<file path="config.mk">
export PLATFORM = sky130hd
export DESIGN_NAME = serial_adder
export DESIGN_NICKNAME = d
export VERILOG_FILES = /design/src/rtl/serial_adder_pkg.sv /design/src/rtl/serial_adder_full_adder.sv /design/src/rtl/serial_adder.sv
export SDC_FILE = /design/constraint.sdc
export NUM_CORES = 1
export LEC_CHECK = 0
export BUFFER_PORTS_ARGS = -buffer_cell sky130_fd_sc_hd__buf_4
export CORE_MARGIN = 3
export CORE_UTILIZATION = 58
export DETAILED_ROUTE_END_ITERATION = 8
export PLACE_DENSITY = 0.94
export SETUP_SLACK_MARGIN = 0.4
export SYNTH_ARGS = -nofsm -noshare
export SYNTH_HDL_FRONTEND = slang
export SYNTH_SLANG_ARGS = --single-unit
</file>
<file path="constraint.sdc">
create_clock -name clk -period 3 [get_ports clk]
set_clock_uncertainty 0.15 [all_clocks]
set_input_delay 0.45 -clock clk [delete_from_list [all_inputs] [get_ports clk]]
set_output_delay 0.45 -clock clk [all_outputs]
set_load 0.01 [all_outputs]
</file>
<file path="src/rtl/serial_adder_pkg.sv">
// serial_adder_pkg: shared FSM state encoding and default width for serial_adder.
package serial_adder_pkg;

    localparam int SERIAL_ADDER_DEFAULT_WIDTH = 8;

    typedef logic [1:0] state_t;

    localparam state_t IDLE = 2'd0;
    localparam state_t RUN  = 2'd1;
    localparam state_t DONE = 2'd2;

endpackage

</file>
<file path="src/rtl/serial_adder_full_adder.sv">
// full_adder: combinational 1-bit full-adder cell used as the serial bit slice.
module full_adder (
    input  logic a,
    input  logic b,
    input  logic cin,
    output logic sum,
    output logic cout
);

    assign sum  = a ^ b ^ cin;
    assign cout = (a & b) | (cin & (a ^ b));

endmodule

</file>
<file path="src/rtl/serial_adder.sv">
// serial_adder: bit-serial LSB-first adder with valid/ready handshakes.
// Define SERIAL_ADDER_OVF_EN to add the signed overflow output.
module serial_adder
    import serial_adder_pkg::*;
#(
    parameter int WIDTH = SERIAL_ADDER_DEFAULT_WIDTH
) (
    input  logic             clk,
    input  logic             rst_n,
    input  logic             in_valid,
    output logic             in_ready,
    input  logic [WIDTH-1:0] a,
    input  logic [WIDTH-1:0] b,
    input  logic             cin,
    output logic             out_valid,
    input  logic             out_ready,
    output logic [WIDTH-1:0] sum,
    output logic             cout
`ifdef SERIAL_ADDER_OVF_EN
    ,
    output logic             overflow
`endif
);

    localparam int CW = $clog2(WIDTH);
    localparam logic [CW-1:0] LAST = CW'(WIDTH - 1);

    state_t           state;
    logic [WIDTH-1:0] sa, sb, res;
    logic [CW-1:0]    cnt;
    logic             carry, fa_s, fa_c;

    full_adder u_fa (
        .a    (sa[0]),
        .b    (sb[0]),
        .cin  (carry),
        .sum  (fa_s),
        .cout (fa_c)
    );

    assign in_ready = state == IDLE;

    always_ff @(posedge clk) begin
        if (!rst_n) begin
            state     <= IDLE;
            sa        <= '0;
            sb        <= '0;
            res       <= '0;
            cnt       <= '0;
            carry     <= 1'b0;
            out_valid <= 1'b0;
            sum       <= '0;
            cout      <= 1'b0;
        end else begin
            case (state)
                IDLE: if (in_valid) begin
                    sa    <= a;
                    sb    <= b;
                    carry <= cin;
                    cnt   <= '0;
                    state <= RUN;
                end
                RUN: begin
                    sa    <= sa >> 1;
                    sb    <= sb >> 1;
                    res   <= {fa_s, res[WIDTH-1:1]};
                    carry <= fa_c;
                    cnt   <= cnt == LAST ? '0 : cnt + CW'(1);
                    state <= cnt == LAST ? DONE : RUN;
                end
                // First DONE cycle loads the output registers; later cycles wait for the drain.
                DONE: if (!out_valid) begin
                    out_valid <= 1'b1;
                    sum       <= res;
                    cout      <= carry;
                end else if (out_ready) begin
                    out_valid <= 1'b0;
                    state     <= IDLE;
                end
                default: state <= IDLE;
            endcase
        end
    end

`ifdef SERIAL_ADDER_OVF_EN
    logic ovf_r;

    // Carry into the MSB is the carry flop while the last bit is processed.
    always_ff @(posedge clk) begin
        if (!rst_n) begin
            ovf_r    <= 1'b0;
            overflow <= 1'b0;
        end else begin
            if (state == RUN && cnt == LAST)
                ovf_r <= carry ^ fa_c;
            if (state == DONE && !out_valid)
                overflow <= ovf_r;
        end
    end
`endif

endmodule
</file>
Yosys cells after proc, flatten, opt, wreduce, memory -nomap -nowiden
Index checks and enable logic that the tools add are counted.
- add/sub/neg operators: 1
- eq/ne operators: 6
- muxes and demuxes: 16
- bitwise gates (word level): 6
- reduce and logical (&&, ||, !) cells: 5
- operators with widths (operator ; count):
    $pmux 8 s2 ; 2
    $mux 8 ; 2
    $mux 2 ; 4
    $mux 3 ; 2
    $ne 2x2->1 const B ; 3
    $pmux 2 s3 ; 1
    $pmux 3 s2 ; 1
    $reduce_and 2->1 ; 2
    $add 3x1->3 const B ; 1
    $eq 3x3->1 const B ; 1
    $mux 1 ; 3
    $reduce_and 3->1 ; 1
    $and 1x1->1 ; 2
    $eq 2x1->1 const B ; 1
    $eq 2x2->1 const B ; 1
    $logic_not 2->1 ; 1
    $pmux 1 s2 ; 1
    $reduce_bool 2->1 ; 1
    $xor 1x1->1 ; 2
    $not 1->1 ; 1
    $or 1x1->1 ; 1
- register bits after elaboration: 40
- bits of input ports: 21
- output and inout bits: 11
- logic and storage cells: 43

Depth between registers and ports, before layout
- depth after elaboration: 4
- gate-level depth with buffers: 6
- gate-level depth less buffers: 5

By module
A second synthesis with hierarchy kept.
- cell total of the unflattened synthesis: 188
- area, all modules: 1689.1 um^2
- by module, submodules not included (module ; times used ; cells each ; area each (um^2) ; seq. area each (um^2)):
    serial_adder ; 1 ; 187 ; 1669.1 ; 800.8
    full_adder ; 1 ; 1 ; 20.0 ; 0.0

Worst setup path after synthesis
No wires, ideal clock.
- kind: reg2out
- from: reg state[1]
- to: out in_ready
- arrival time: 908 ps
- required time: 2400 ps
- path slack: 1492 ps
- cell stages (with the launch flop): 4
- buffers on the path: 2
- cells stage by stage: dfxtp_1 > buf_2 > buf_1 > nor2_1
- word-level cells in the longest chain between the ends: 1
- RTL lines (element ; RTL line ; text):
    from (decl) ; serial_adder.sv:28 ; state_t state;
    from (signal assigned) ; serial_adder.sv:69 ; state <= cnt == LAST ? DONE : RUN;
    $logic_not 2->1 ; serial_adder.sv:41 ; assign in_ready = state == IDLE;
    to (decl) ; serial_adder.sv:11 ; output logic in_ready,
Every way passes these cells.

Worst setup path in the final report
- from: reg state[0]
- to: out in_ready
The elaborated chain is that of the path after synthesis.

==> flow_metrics.env <==
export IMPL_antenna_found_initial=0
export IMPL_wire_per_inst_um=13.3
export IMPL_slew_headroom_pct=37.9
export IMPL_cpPeakStageDelay_ps=750
export IMPL_grt_pass1_vias=1153
export IMPL_grt_max_degree=54
export IMPL_path_class="register to primary output"
export IMPL_drcViolationCount=0
export IMPL_final_area_mm2=0.00199
export IMPL_fin_setup_tns_ps=0
export IMPL_ios=32
export IMPL_p_per_area_mw_per_mm2=472
export IMPL_end_kind="primary output"
export IMPL_crit_chain="buf_4, nor2_1, buf_4"
export IMPL_clock_path_buffers=2
export IMPL_power_leakage_nw=0.754
export IMPL_holdPathStages=3
export IMPL_final_antenna_net_count=0
export IMPL_worst_pin_slew_ps=928
export IMPL_io_buffers=31
export IMPL_antenna_cells=0
export IMPL_finalWeightedCongestion=0.731
export IMPL_final_setup_viol_count=0
export IMPL_synthesis_nets=212
export IMPL_syn_area_mm2=0.00175
export IMPL_vias_per_cell=5.64
export IMPL_grt_ovfl_total=0
export IMPL_core_area_mm2=0.00281
export IMPL_rsz0062_at_grt="false"
export IMPL_num_vias=1366
export IMPL_fillers=223
export IMPL_place_hpwl_um=2160
export IMPL_min_period_ps=2290
export IMPL_grt_pass1_wl_um=5150
export IMPL_clock_sinks=40
export IMPL_layout_commonest_cell="dfxtp_1"
export IMPL_netlist_instances=188
export IMPL_die_h_um=60.9
export IMPL_yosysSeqAreaShare_pct=45.7
export IMPL_irDropWorstVdd_mv=0.364
export IMPL_crit_top_cell="buf_4"
export IMPL_r2r_cells=3
export IMPL_grt_usage_pct=19.2
export IMPL_hold_class="primary input to register"
export IMPL_syn_area_per_cell_um2=9.31
export IMPL_initial_utilization_pct=62.4
export IMPL_die_w_um=60.9
export IMPL_clk_latency_ps=350
export IMPL_post_cts_setup_buffers=0
export IMPL_cts_buffers=5
export IMPL_status="complete, no violations"
export IMPL_drive_gt1_share_pct=23.2
export IMPL_cts_htree_levels=2
export IMPL_num_rows=19
export IMPL_post_route_period_util_pct=76.2
export IMPL_dr_first_iter_drc_count=62
export IMPL_fin_nets=234
export IMPL_arrival_ps=1690
export IMPL_maxCapViolCount=0
export IMPL_clk_pin_slew_ps=110
export IMPL_slowest_stage="dfxtp_1"
export IMPL_dr_pass1_iters=4
export IMPL_ys_warnings_count=0
export IMPL_synth_seq_cells=40
export IMPL_area_growth_pct=13.7
export IMPL_slew_violations=0
export IMPL_cts_root_buf="clkbuf_4"
export IMPL_final_cell_mix="dfxtp_1 (40), buf_4 (32), nand2_1 (29)"
export IMPL_cp_start_kind="register"
export IMPL_hold_viol_final=0
export IMPL_path_max_fanout=16
export IMPL_cts_tree="done"
export IMPL_die_area_mm2=0.00371
export IMPL_synthDistinctLibCells=25
export IMPL_fmax_ghz=0.437
export IMPL_place_area_mm2=0.00193
export IMPL_cts_hold_buf=0
export IMPL_cts_resized_gates=0
export IMPL_wl_um=3230
export IMPL_cp_required_ps=2400
[stage by stage]
stage                     total power, W  utilization [%]  cells  setup WS (ps)  hold slack, ps
after floorplan                 0.000640                -    188           1490             290
after global placement          0.000669             68.9    234            946             297
after detailed placement        0.000671             68.9    234            921             311
after CTS                       0.000954             71.0    242            718             201
after global routing            0.000991             71.0    242            617             220
final                           0.000940             71.0    242            714             221
[cells by family (layout without fill, tap and decap cells)]
logic type	count (synthesis)	count (layout)	share of synthesized area, %
compound gates	59	59	23.0
fa+ha+maj	3	3	2.57
flops	40	40	45.7
buf+inv	19	42	6.00
simple gates	51	51	13.5
mux	16	16	9.15
[final cells by class]
cell class	count	area (um2)	share of cell area (%)
Timing Repair Buffer	32	240	12.1
Clock buffer	8	58.8	2.95
Multi-Input combinational cell	129	845	42.4
Sequential cell	40	801	40.2
Inverter	2	7.51	0.377
Tap cell	31	38.8	1.95
[where the power goes]
group / internal, W / switching (W) / leakage [nW]
sequential: 0.000552 / 0.0000167 / 0.326
combinational: 0.0000450 / 0.0000458 / 0.396
clock: 0.000116 / 0.000165 / 0.0326
total: 0.000713 / 0.000227 / 0.754
[final timing paths]
path                  from        to  slack [ps]
setup / recovery  state[0]  in_ready         710
hold / removal        b[2]     sb[2]         220
setup reg to reg  state[1]    sum[6]         880
hold reg to reg     cnt[1]    cnt[1]         320
[layer usage]
layer  vias up  global-route usage [%]  share of wire, %
met5         -                       0                 0
met4         0                    9.29               2.3
met3         6                    7.23               6.4
met2        35                    30.4                46
met1       615                    22.9                45
li1        710                       -                 -
[registers in the layout, indices dropped and copies added (netlist names)]
signal	count
sum	8
res	8
out_valid	1
state	2
cnt	3
sa	8
cout	1
sb	8
carry	1
[critical path: cells and delay by family, from the launching register on]
kind / cells / cell delay [ps]
flip-flops: 1 / 750
buffers and inverters: 2 / 510
AND/OR/NAND/NOR: 1 / 70
[cells in the mapped netlist]
master,number,share of area (%)
nor2_2,1,0.36
buf_8,1,0.86
a21boi_0,12,5.1
buf_6,2,1.3
o21ai_0,21,6.0
nand2_1,29,6.2
inv_1,2,0.43
nand3_1,11,3.1
clkbuf_1,6,1.3
or3b_1,1,0.50
mux2i_1,16,9.1
dfxtp_1,40,46
nand4b_1,2,1.0
a211o_1,1,0.50
o21ai_2,9,4.5
nor2b_1,1,0.36
ha_1,2,1.4
buf_1,2,0.43
nand3_2,1,0.57
and3_1,1,0.36
nor2_1,3,0.64
nand2b_1,1,0.36
o211ai_1,16,6.9
buf_2,6,1.7
fa_1,1,1.1
No activity file was read; power rests on OpenSTA's default activity.
